<file path="src/rtl/stack_pkg.sv">
// Shared types and constants for the stack command sequencer and its helpers.
package stack_pkg;

    localparam int STACK_DEPTH = 5;
    localparam int STACK_WIDTH = 4;
    localparam int STACK_IDX_W = 3;

    // Stack COMMAND encoding as seen on the stack's command lines.
    typedef enum logic [1:0] {
        CMD_NOP  = 2'b00,
        CMD_PUSH = 2'b01,
        CMD_POP  = 2'b10,
        CMD_GET  = 2'b11
    } cmd_t;

    // Sequencer FSM states.
    typedef enum logic [1:0] {
        IDLE  = 2'b00,
        ISSUE = 2'b01,
        RESP  = 2'b10
    } seq_state_t;

    // Reduce a 3-bit index into the 0..4 range of a five-entry stack.
    function automatic logic [STACK_IDX_W-1:0] mod5(input logic [STACK_IDX_W-1:0] v);
        return (v >= 3'd5) ? (v - 3'd5) : v;
    endfunction

endpackage

</file>
<file path="src/rtl/stack_occ_counter.sv">
// Occupancy counter for the stack: counts 0..STACK_DEPTH, never wraps,
// and exposes full/empty flags decoded from the held count.
module stack_occ_counter
    import stack_pkg::*;
(
    input  logic                   i_clk,
    input  logic                   i_clear,
    input  logic                   i_inc,
    input  logic                   i_dec,
    output logic [STACK_IDX_W-1:0] o_count,
    output logic                   o_full,
    output logic                   o_empty
);

    logic [STACK_IDX_W-1:0] r_count;
    logic                   w_full;
    logic                   w_empty;

    assign w_full  = (r_count == 3'(STACK_DEPTH));
    assign w_empty = (r_count == 3'd0);

    // Count update: clear wins, then a saturating single-step inc or dec.
    always_ff @(posedge i_clk) begin
        if (i_clear) begin
            r_count <= 3'd0;
        end else if (i_inc && !i_dec && !w_full) begin
            r_count <= r_count + 3'd1;
        end else if (i_dec && !i_inc && !w_empty) begin
            r_count <= r_count - 3'd1;
        end
    end

    assign o_count = r_count;
    assign o_full  = w_full;
    assign o_empty = w_empty;

endmodule

</file>
<file path="src/rtl/stack_cmd_sequencer.sv">
// Request/response front end for the 5-entry, 4-bit structural stack.
// Screens push/pop/get requests against the occupancy, issues each legal
// operation to the stack for exactly one cycle and returns the result.
// Optional build macro STACK_SEQ_ERRCNT_EN adds saturating overflow and
// underflow rejection counters (OVF_CNT, UNF_CNT).
module stack_cmd_sequencer
    import stack_pkg::*;
(
    input  logic                   CLK,
    input  logic                   RESET,
    input  logic                   REQ_VALID,
    output logic                   REQ_READY,
    input  logic [1:0]             REQ_CMD,
    input  logic [STACK_IDX_W-1:0] REQ_INDEX,
    input  logic [STACK_WIDTH-1:0] REQ_DATA,
    output logic                   RSP_VALID,
    input  logic                   RSP_READY,
    output logic [STACK_WIDTH-1:0] RSP_DATA,
    output logic                   RSP_ERR,
    output logic [STACK_IDX_W-1:0] COUNT,
    output logic [1:0]             STK_COMMAND,
    output logic [STACK_IDX_W-1:0] STK_INDEX,
    output logic [STACK_WIDTH-1:0] STK_WDATA,
    output logic                   STK_WDATA_OE,
    input  logic [STACK_WIDTH-1:0] STK_RDATA,
    output logic                   STK_RESET
`ifdef STACK_SEQ_ERRCNT_EN
    ,
    output logic [7:0]             OVF_CNT,
    output logic [7:0]             UNF_CNT
`endif
);

    seq_state_t             r_state;
    logic                   r_req_ready;
    logic                   r_rsp_valid;
    logic [STACK_WIDTH-1:0] r_rsp_data;
    logic                   r_rsp_err;
    cmd_t                   r_stk_command;
    logic [STACK_IDX_W-1:0] r_stk_index;
    logic [STACK_WIDTH-1:0] r_stk_wdata;
    logic                   r_stk_wdata_oe;
    logic                   r_stk_reset;

    cmd_t                   w_cmd;
    logic [STACK_IDX_W-1:0] w_idx;
    logic [STACK_IDX_W-1:0] w_count;
    logic                   w_full;
    logic                   w_empty;
    logic                   w_ovf;
    logic                   w_unf;
    logic                   w_err;
    logic                   w_accept;
    logic                   w_inc;
    logic                   w_dec;

    assign w_cmd    = cmd_t'(REQ_CMD);
    assign w_idx    = mod5(REQ_INDEX);
    assign w_err    = w_ovf | w_unf;
    assign w_accept = REQ_VALID & r_req_ready;
    // Occupancy moves only on the edge that ends the one-cycle issue.
    assign w_inc    = (r_state == ISSUE) && (r_stk_command == CMD_PUSH);
    assign w_dec    = (r_state == ISSUE) && (r_stk_command == CMD_POP);

    stack_occ_counter u_occ (
        .i_clk   (CLK),
        .i_clear (RESET),
        .i_inc   (w_inc),
        .i_dec   (w_dec),
        .o_count (w_count),
        .o_full  (w_full),
        .o_empty (w_empty)
    );

    // Classify the incoming request as overflow, underflow/out-of-range or legal.
    always_comb begin
        w_ovf = 1'b0;
        w_unf = 1'b0;
        case (w_cmd)
            CMD_PUSH: w_ovf = w_full;
            CMD_POP:  w_unf = w_empty;
            CMD_GET:  w_unf = (w_idx >= w_count);
            CMD_NOP:  w_unf = 1'b0;
            default: begin
                w_ovf = 1'b0;
                w_unf = 1'b0;
            end
        endcase
    end

    // Sequencer FSM with all handshake and stack-facing outputs registered.
    always_ff @(posedge CLK) begin
        if (RESET) begin
            r_state        <= IDLE;
            r_req_ready    <= 1'b0;
            r_rsp_valid    <= 1'b0;
            r_rsp_data     <= 4'h0;
            r_rsp_err      <= 1'b0;
            r_stk_command  <= CMD_NOP;
            r_stk_index    <= 3'd0;
            r_stk_wdata    <= 4'h0;
            r_stk_wdata_oe <= 1'b0;
            r_stk_reset    <= 1'b1;
        end else begin
            // The stack stays in reset one cycle beyond our own reset.
            r_stk_reset <= 1'b0;
            case (r_state)
                IDLE: begin
                    if (w_accept) begin
                        r_req_ready <= 1'b0;
                        if (w_err || (w_cmd == CMD_NOP)) begin
                            r_state     <= RESP;
                            r_rsp_valid <= 1'b1;
                            r_rsp_err   <= w_err;
                            r_rsp_data  <= 4'h0;
                        end else begin
                            r_state        <= ISSUE;
                            r_stk_command  <= w_cmd;
                            r_stk_index    <= w_idx;
                            r_stk_wdata    <= REQ_DATA;
                            r_stk_wdata_oe <= (w_cmd == CMD_PUSH);
                        end
                    end else begin
                        r_req_ready <= 1'b1;
                    end
                end
                ISSUE: begin
                    r_rsp_data     <= (r_stk_command == CMD_PUSH) ? 4'h0 : STK_RDATA;
                    r_rsp_err      <= 1'b0;
                    r_rsp_valid    <= 1'b1;
                    r_stk_command  <= CMD_NOP;
                    r_stk_wdata_oe <= 1'b0;
                    r_state        <= RESP;
                end
                RESP: begin
                    if (RSP_READY) begin
                        r_rsp_valid <= 1'b0;
                        r_req_ready <= 1'b1;
                        r_state     <= IDLE;
                    end
                end
                default: begin
                    r_state        <= IDLE;
                    r_req_ready    <= 1'b0;
                    r_rsp_valid    <= 1'b0;
                    r_stk_command  <= CMD_NOP;
                    r_stk_wdata_oe <= 1'b0;
                end
            endcase
        end
    end

`ifdef STACK_SEQ_ERRCNT_EN
    logic [7:0] r_ovf_cnt;
    logic [7:0] r_unf_cnt;

    // Saturating counts of rejected pushes and rejected pops/gets.
    always_ff @(posedge CLK) begin
        if (RESET) begin
            r_ovf_cnt <= 8'd0;
            r_unf_cnt <= 8'd0;
        end else begin
            if (w_accept && (r_state == IDLE) && w_ovf && (r_ovf_cnt != 8'hFF)) begin
                r_ovf_cnt <= r_ovf_cnt + 8'd1;
            end
            if (w_accept && (r_state == IDLE) && w_unf && (r_unf_cnt != 8'hFF)) begin
                r_unf_cnt <= r_unf_cnt + 8'd1;
            end
        end
    end

    assign OVF_CNT = r_ovf_cnt;
    assign UNF_CNT = r_unf_cnt;
`endif

    assign REQ_READY    = r_req_ready;
    assign RSP_VALID    = r_rsp_valid;
    assign RSP_DATA     = r_rsp_data;
    assign RSP_ERR      = r_rsp_err;
    assign COUNT        = w_count;
    assign STK_COMMAND  = r_stk_command;
    assign STK_INDEX    = r_stk_index;
    assign STK_WDATA    = r_stk_wdata;
    assign STK_WDATA_OE = r_stk_wdata_oe;
    assign STK_RESET    = r_stk_reset;

endmodule

</file>
<file path="config.mk">
export PLATFORM = sky130hd
export DESIGN_NAME = stack_cmd_sequencer
export DESIGN_NICKNAME = d
export VERILOG_FILES = /design/src/rtl/stack_pkg.sv /design/src/rtl/stack_occ_counter.sv /design/src/rtl/stack_cmd_sequencer.sv
export SDC_FILE = /design/constraint.sdc
export NUM_CORES = 1
export LEC_CHECK = 0
export CORE_UTILIZATION = 44
export CTS_BUF_LIST = sky130_fd_sc_hd__clkbuf_8
export DETAILED_ROUTE_END_ITERATION = 6
export PLACE_DENSITY = 0.78
export SLEW_MARGIN = 30
export SYNTH_ARGS = -nofsm -noshare
export SYNTH_HDL_FRONTEND = slang
export SYNTH_SLANG_ARGS = --single-unit
</file>
<file path="constraint.sdc">
create_clock -name CLK -period 2.6 [get_ports CLK]
set_clock_uncertainty 0.05 [all_clocks]
set_input_delay 0.65 -clock CLK [delete_from_list [all_inputs] [get_ports CLK]]
set_output_delay 0.65 -clock CLK [all_outputs]
set_load 0.03 [all_outputs]
</file>
Yosys cells after proc, flatten, opt, wreduce, memory -nomap -nowiden
Cells that the tools add are included.
Storage, ports and cells
  register bits after elaboration: 23
  bits in latches: 0
  memory bits (writable): 0
  memory bits (read-only): 0
  input bits: 17
  word-level logic and storage cells: 85
  memories: 0
Operators by class
  add/sub/neg operators: 3
  $mul: 0
  divide/modulo/power cells: 0
  order comparisons: 2
  eq/ne operators: 12
  shifts and indexed selects: 0
  muxes and demuxes: 30
  bitwise logic cells: 5
  reduce and logical (&&, ||, !) cells: 22
Operator list (number)
  two-way mux 4 bit: 3
  AND reduction 3 bit: 4
  two-way mux 1 bit: 11
  two-way mux 2 bit: 5
  two-way mux 3 bit: 3
  == test 2 bit, second input constant: 4
  inequality test 2 bit, second input constant: 4
  one-hot mux 4 bit (2 select lines): 1
  == test 2 x 1 -> 1 bit, second input constant: 3
  logical AND 1 bit: 6
  one-hot mux 1 bit (2 select lines): 3
  one-hot mux 1 bit (3 select lines): 2
  one-hot mux 2 bit (3 select lines): 1
  zero test 1 bit: 4
  zero test 2 bit: 2
  one-hot mux 2 bit (2 select lines): 1
  AND reduction 2 bit: 2
  nonzero test 2 bit: 2
  adder 3 x 1 -> 3 bit, second input constant: 1
  == test 3 bit, second input constant: 1
  greater-or-equal comparator 3 bit: 1
  greater-or-equal comparator 3 bit, second input constant: 1
  zero test 3 bit: 1
  inverter 1 bit: 3
  other kinds (5): 5

Logic depth before layout (Yosys ltp)
  depth after elaboration: 9
  depth in mapped cells: 10
  gate-level depth less buffers: 10

Modules after synthesis
A second synthesis with hierarchy kept.
Unflattened totals
  cells, all modules: 141
  area, all modules: 1258.7 µm²
Modules (own cells, without submodules)
  stack_cmd_sequencer: instances 1, cells an instance 110, area an instance 1007.2 µm²
  stack_occ_counter: instances 1, cells an instance 31, area an instance 251.5 µm²

Worst setup path before layout
OpenSTA, ideal clock, no wires.
  path type: input port to flip-flop
  start point: input REQ_INDEX[1]
  end point: register r_stk_index[0], in the netlist STK_INDEX[0]
  setup time: 121 ps
  arrival time: 2495 ps
  required time: 2429 ps
  slack: -66 ps
  stages: 9
  path through: inv_1 ha_1 o21bai_1 mux2_2 ha_1 nor3b_2 o211ai_4 a21oi_4 mux2_4
Between the ends
  cells in the longest elaborated chain, start to end: 8
  elaborated cells between the ends (all ways): 9
  those cells by class: add/sub: 1; order compare: 2; mux: 2; bitwise: 2; reduce/logical: 2
RTL lines
  from (decl): line stack_cmd_sequencer.sv:14  | input logic [STACK_IDX_W-1:0] REQ_INDEX,
  subtractor 3 bit or greater-or-equal comparator 3 bit (tied branches): line stack_pkg.sv:25  | return (v >= 3'd5) ? (v - 3'd5) : v;
  two-way mux 3 bit *: line stack_pkg.sv:25
  greater-or-equal comparator 3 bit: line stack_cmd_sequencer.sv:82  | CMD_GET: w_unf = (w_idx >= w_count);
  one-hot mux 1 bit (2 select lines): line stack_cmd_sequencer.sv:79  | case (w_cmd)
  bitwise OR 1 bit: line stack_cmd_sequencer.sv:59  | assign w_err = w_ovf | w_unf;
  logical OR 1 bit: line stack_cmd_sequencer.sv:111  | if (w_err || (w_cmd == CMD_NOP)) begin
  inverter 1 bit (no line)
  AND reduction 3 bit (no line)
  to (signal assigned): line stack_cmd_sequencer.sv:119  | r_stk_index <= w_idx;
  to (decl): line stack_cmd_sequencer.sv:40  | logic [STACK_IDX_W-1:0] r_stk_index;
Every way passes the cells marked *; elsewhere a longest branch is shown, timed or not.
A chain may end at the register's enable or synchronous reset.

Worst setup path in the final report
  start point: input REQ_INDEX[1]
  end point: register r_stk_wdata[0], in the netlist STK_WDATA[0]
Between the ends
  cells in the longest elaborated chain, start to end: 8
  elaborated cells between the ends (all ways): 9
  those cells by class: add/sub: 1; order compare: 2; mux: 2; bitwise: 2; reduce/logical: 2
RTL lines
  subtractor 3 bit or greater-or-equal comparator 3 bit (tied branches): line stack_pkg.sv:25
  two-way mux 3 bit *: line stack_pkg.sv:25
  greater-or-equal comparator 3 bit *: line stack_cmd_sequencer.sv:82
  one-hot mux 1 bit (2 select lines) *: line stack_cmd_sequencer.sv:79
  bitwise OR 1 bit *: line stack_cmd_sequencer.sv:59
  logical OR 1 bit *: line stack_cmd_sequencer.sv:111
  inverter 1 bit (no line) *
  AND reduction 3 bit (no line) *
  to (signal assigned): line stack_cmd_sequencer.sv:101  | r_stk_wdata <= 4'h0;
  to (signal assigned): line stack_cmd_sequencer.sv:120  | r_stk_wdata <= REQ_DATA;
  to (decl): line stack_cmd_sequencer.sv:41  | logic [STACK_WIDTH-1:0] r_stk_wdata;
Marked as above.

==> metrics.md <==
| Metric | Value |
|---|---|
| Crit path buffers/inverters | `3` |
| Core ar. | `2810 um^2` |
| RSZ-0062 raised after global routing | `false` |
| Initial Util | `47.6%` |
| PnR Total Power | `800 uW` |
| Comb pwr share | `24.1%` |
| Ys Warns | `0` |
| Share of layout cells above drive strength 1 | `24.0%` |
| First DRT Iteration DRCs | `35` |
| Antenna Nets Post-Route | `0` |
| Post-synthesis sequential area ratio | `34.5%` |
| Max-slew violations | `0` |
| R2R cell count | `7` |
| Detail Placement HPWL | `roughly 2500 um` |
| Worst R2R Setup Slack | `~340 ps` |
| Pin count of the biggest net entering global routing | `23` |
| Port Buf Inserts | `37` |
| ANT cells | `0` |
| Switching part of the total | `28.9%` |
| CP max-delay cell | `mux2_4` |
| Root buf cell | `clkbuf_8` |
| Min-Delay Path Class | `reg -> reg` |
| Inst Count DP | `between 200 and 250` |
| Pre-antenna DRT Iters | `6` |
| Die ar. | `~3300 um^2` |
| Critical Path Start Type | `primary input` |
| Clock period minus worst slack | `2450 ps` |
| Internal Power | `569 uW` |
| Synthesized cell area | `1340 um^2` |
| Sequential cell area | `460 um^2` |
| Total Routing Usage GR | `22.0%` |
| Initial antenna violation count | `0` |
| Maxcap violations | `0` |
| CTS Buffer Depth | `2` |
| Net count reported at finish | `220` |
| Stages on the worst setup path | `11` |
| H-tree depth | `1` |
| Global-route wire length before repair | `5500 um` |
| Post-synth EDFFs | `0` |
| Leakage power | `0.717 nW` |
| CP Capture Type | `register` |
| Hold Buf Count CTS | `0` |
| Chip width | `57.1 um` |
| Synth cell types | `47` |
| Setup CP Type | `in -> reg` |
| Synthesized net count | `~170` |
| IO Pins | `38` |
| Worst-Margin Slew | `473 ps` |
| Vias | `~1200` |
| Slew headroom | `about two thirds` |
| F_max | `408 MHz` |
| Cell mode on critical path | `ha_4` |
| Final setup viols | `0` |
| # clock sinks | `23` |
| Post-synthesis register bit count | `23` |
| Syn Inst Count | `between 100 and 150` |
| Vias per cell | `5.42` |
| Failing checks | `DRC` |
| Final WS setup | `roughly 150 ps` |
| CP arrival | `2600 ps` |
| Top FF cell, synth | `dfxtp_1` |
| Clock power frac | `29.1%` |
| Num rows | `19` |
| Highest-count cells in the layout ignoring fill and taps | `clkdlybuf4s50_1, dfxtp_1, buf_4, nand2b_1, a21oi_1` |
| CP Max Fanout | `4` |
| Non-Filler Instances | `about 230` |
| Util after Layout | `between 60% and 70%` |
| Flop pwr share | `a little under half` |
| Asr flop ratio synth | `0%` |
| CP peak stage delay | `280 ps` |
| Syn_area_per_cell | `9.40 um^2` |
| Wirelength per Cell | `roughly 14 um` |
| Critical Path RT | `around 2800 ps` |
| Clk pin slew, worst setup/hold paths | `80 ps` |
| Die Y-Extent | `57.1 um` |
| Area growth syn-to-layout | `47.0%` |
| Routed WL | `3270 um` |
| RD Place Congestion | `0.816` |
| Total grt overflow | `0` |
| Psw | `231 uW` |
| DP Worst Slack | `-492 ps` |
| Hold Slack | `418 ps` |
| Final Cycle Share | `94.4%` |
| Num CTS Buffers | `3` |
| Footprint of the multi-input gates | `873 um^2` |
| Max IR drop VDD | `0.214 mV` |
| Most common cell after layout, fill and taps aside | `clkdlybuf4s50_1` |
| Skew-Pair Late Insertion Delay | `280 ps` |
| Final Hold Violating Endpoints | `0` |
| Layout fillers | `244` |
| Worst-path cell chain | `clkdlybuf4s15_1 > inv_2 > ha_4 > o21bai_1 > mux2_4 > ha_4 > nor3b_4 > o211ai_4 > a21oi_4 > buf_6 > mux2i_1` |
| Status | `finished with violations` |
| Worst Hold Depth | `2` |
| CP delay by family, top | `multiplexers` |
| TritonCTS clock tree | `yes` |
| Power per cell area | `between 400 and 500 nW/um^2` |
| Vias in the first global route | `1288` |
| DRC | `6` |
[state kept, by name, summed over array words and instances, names as in the netlist]
register	cells
REQ_READY	1
STK_WDATA_OE	1
STK_COMMAND	2
RSP_DATA	4
u_occ.o_count	3
r_state	2
STK_WDATA	4
STK_RESET	1
RSP_VALID	1
RSP_ERR	1
STK_INDEX	3
[metrics by stage]
step | TNS (ps) | area (um^2)
6_report | 0 | 1960
5_1_grt | 0 | 1960
4_1_cts | 0 | 1950
3_5_place_dp | -7050 | 1860
3_3_place_gp | -6200 | 1860
2_1_floorplan | 0 | 1360
[timing repair]
item / CTS / global route
gates resized for setup: 10 / 6
buffers inserted: 1 / 1
pin swaps: 7 / 6
endpoints found under the setup margin: 15 / 15
[area by class of cell]
class | count | share of cell area [%]
inverter | 8 | 1.53
sequential | 23 | 23.5
clock inverter | 1 | 0.255
tap | 31 | 1.98
timing repair buffer | 56 | 26.2
clock buffer | 3 | 2.10
multi-input combinational | 105 | 44.5
[worst reg2reg max path, cell delays in order (launching register included)]
cell,delay (ps)
dfxtp_1,380
nor2b_1,220
nand3_1,140
fa_1,400
or3b_2,450
a21oi_1,230
mux2i_1,210
a21oi_1,80
[synth_stat cells (2+ instances only)]
| master | number | share of area [%] |
|---|---|---|
| a21oi_1 | 11 | 4.1 |
| a22o_1 | 4 | 2.6 |
| a31oi_1 | 3 | 1.4 |
| and3b_1 | 2 | 1.3 |
| buf_2 | 2 | 0.75 |
| clkbuf_1 | 2 | 0.56 |
| dfxtp_1 | 23 | 34 |
| ha_1 | 5 | 4.7 |
| inv_1 | 8 | 2.2 |
| mux2i_1 | 7 | 5.2 |
| nand2_1 | 2 | 0.56 |
| nand2b_1 | 14 | 6.6 |
| nand3_1 | 5 | 1.9 |
| nand3b_1 | 3 | 1.7 |
| nor2_1 | 9 | 2.5 |
| nor2b_1 | 2 | 0.94 |
| nor3_1 | 3 | 1.1 |
| o2111ai_1 | 2 | 1.3 |
| o21a_1 | 3 | 1.7 |
| o21ai_0 | 5 | 1.9 |
[final timing paths]
| path | start | end |
|---|---|---|
| setup reg to reg | STK_COMMAND[1]$_SDFFE_PP0P_ | u_occ.o_count[2]$_SDFFE_PP0P_ |
| setup / recovery | REQ_INDEX[1] | STK_WDATA[0]$_SDFFE_PP0P_ |
| hold reg to reg | STK_WDATA_OE$_SDFFE_PP0P_ | STK_WDATA_OE$_SDFFE_PP0P_ |
| hold / removal | STK_WDATA_OE$_SDFFE_PP0P_ | STK_WDATA_OE$_SDFFE_PP0P_ |
[routing by layer]
metal | global-route usage [%] | wire, um | vias up
met3 | 4.31 | 150 | 9
met4 | 10.8 | 85 | 0
met5 | 0 | 0 | -
met1 | 24.3 | 1370 | 569
met2 | 40.2 | 1660 | 33
li1 | - | - | 620
[cell families (layout without fill, tap and decap cells)]
family                     Yosys count  in the layout  synth area share, %
and+or+nand+nor                     50             50                 23.9
DFF                                 23             23                 34.5
buffers and inverters               14             68                 4.97
adders and majority gates            6              6                 6.19
muxes                                9              9                 7.22
xor gates and xnor gates             1              1                 1.22
AOI/OAI and AO/OA                   39             39                 22.0
[power by group through the flow]
stage	clock network [mW]	registers, mW	logic [mW]
after floorplan	0	0.403	0.0809
final	0.233	0.374	0.193
after detailed placement	0	0.382	0.183
after global placement	0	0.381	0.177
after global routing	0.244	0.376	0.207
after CTS	0.234	0.374	0.191
Note: power is estimated with default switching activity, not from simulation.
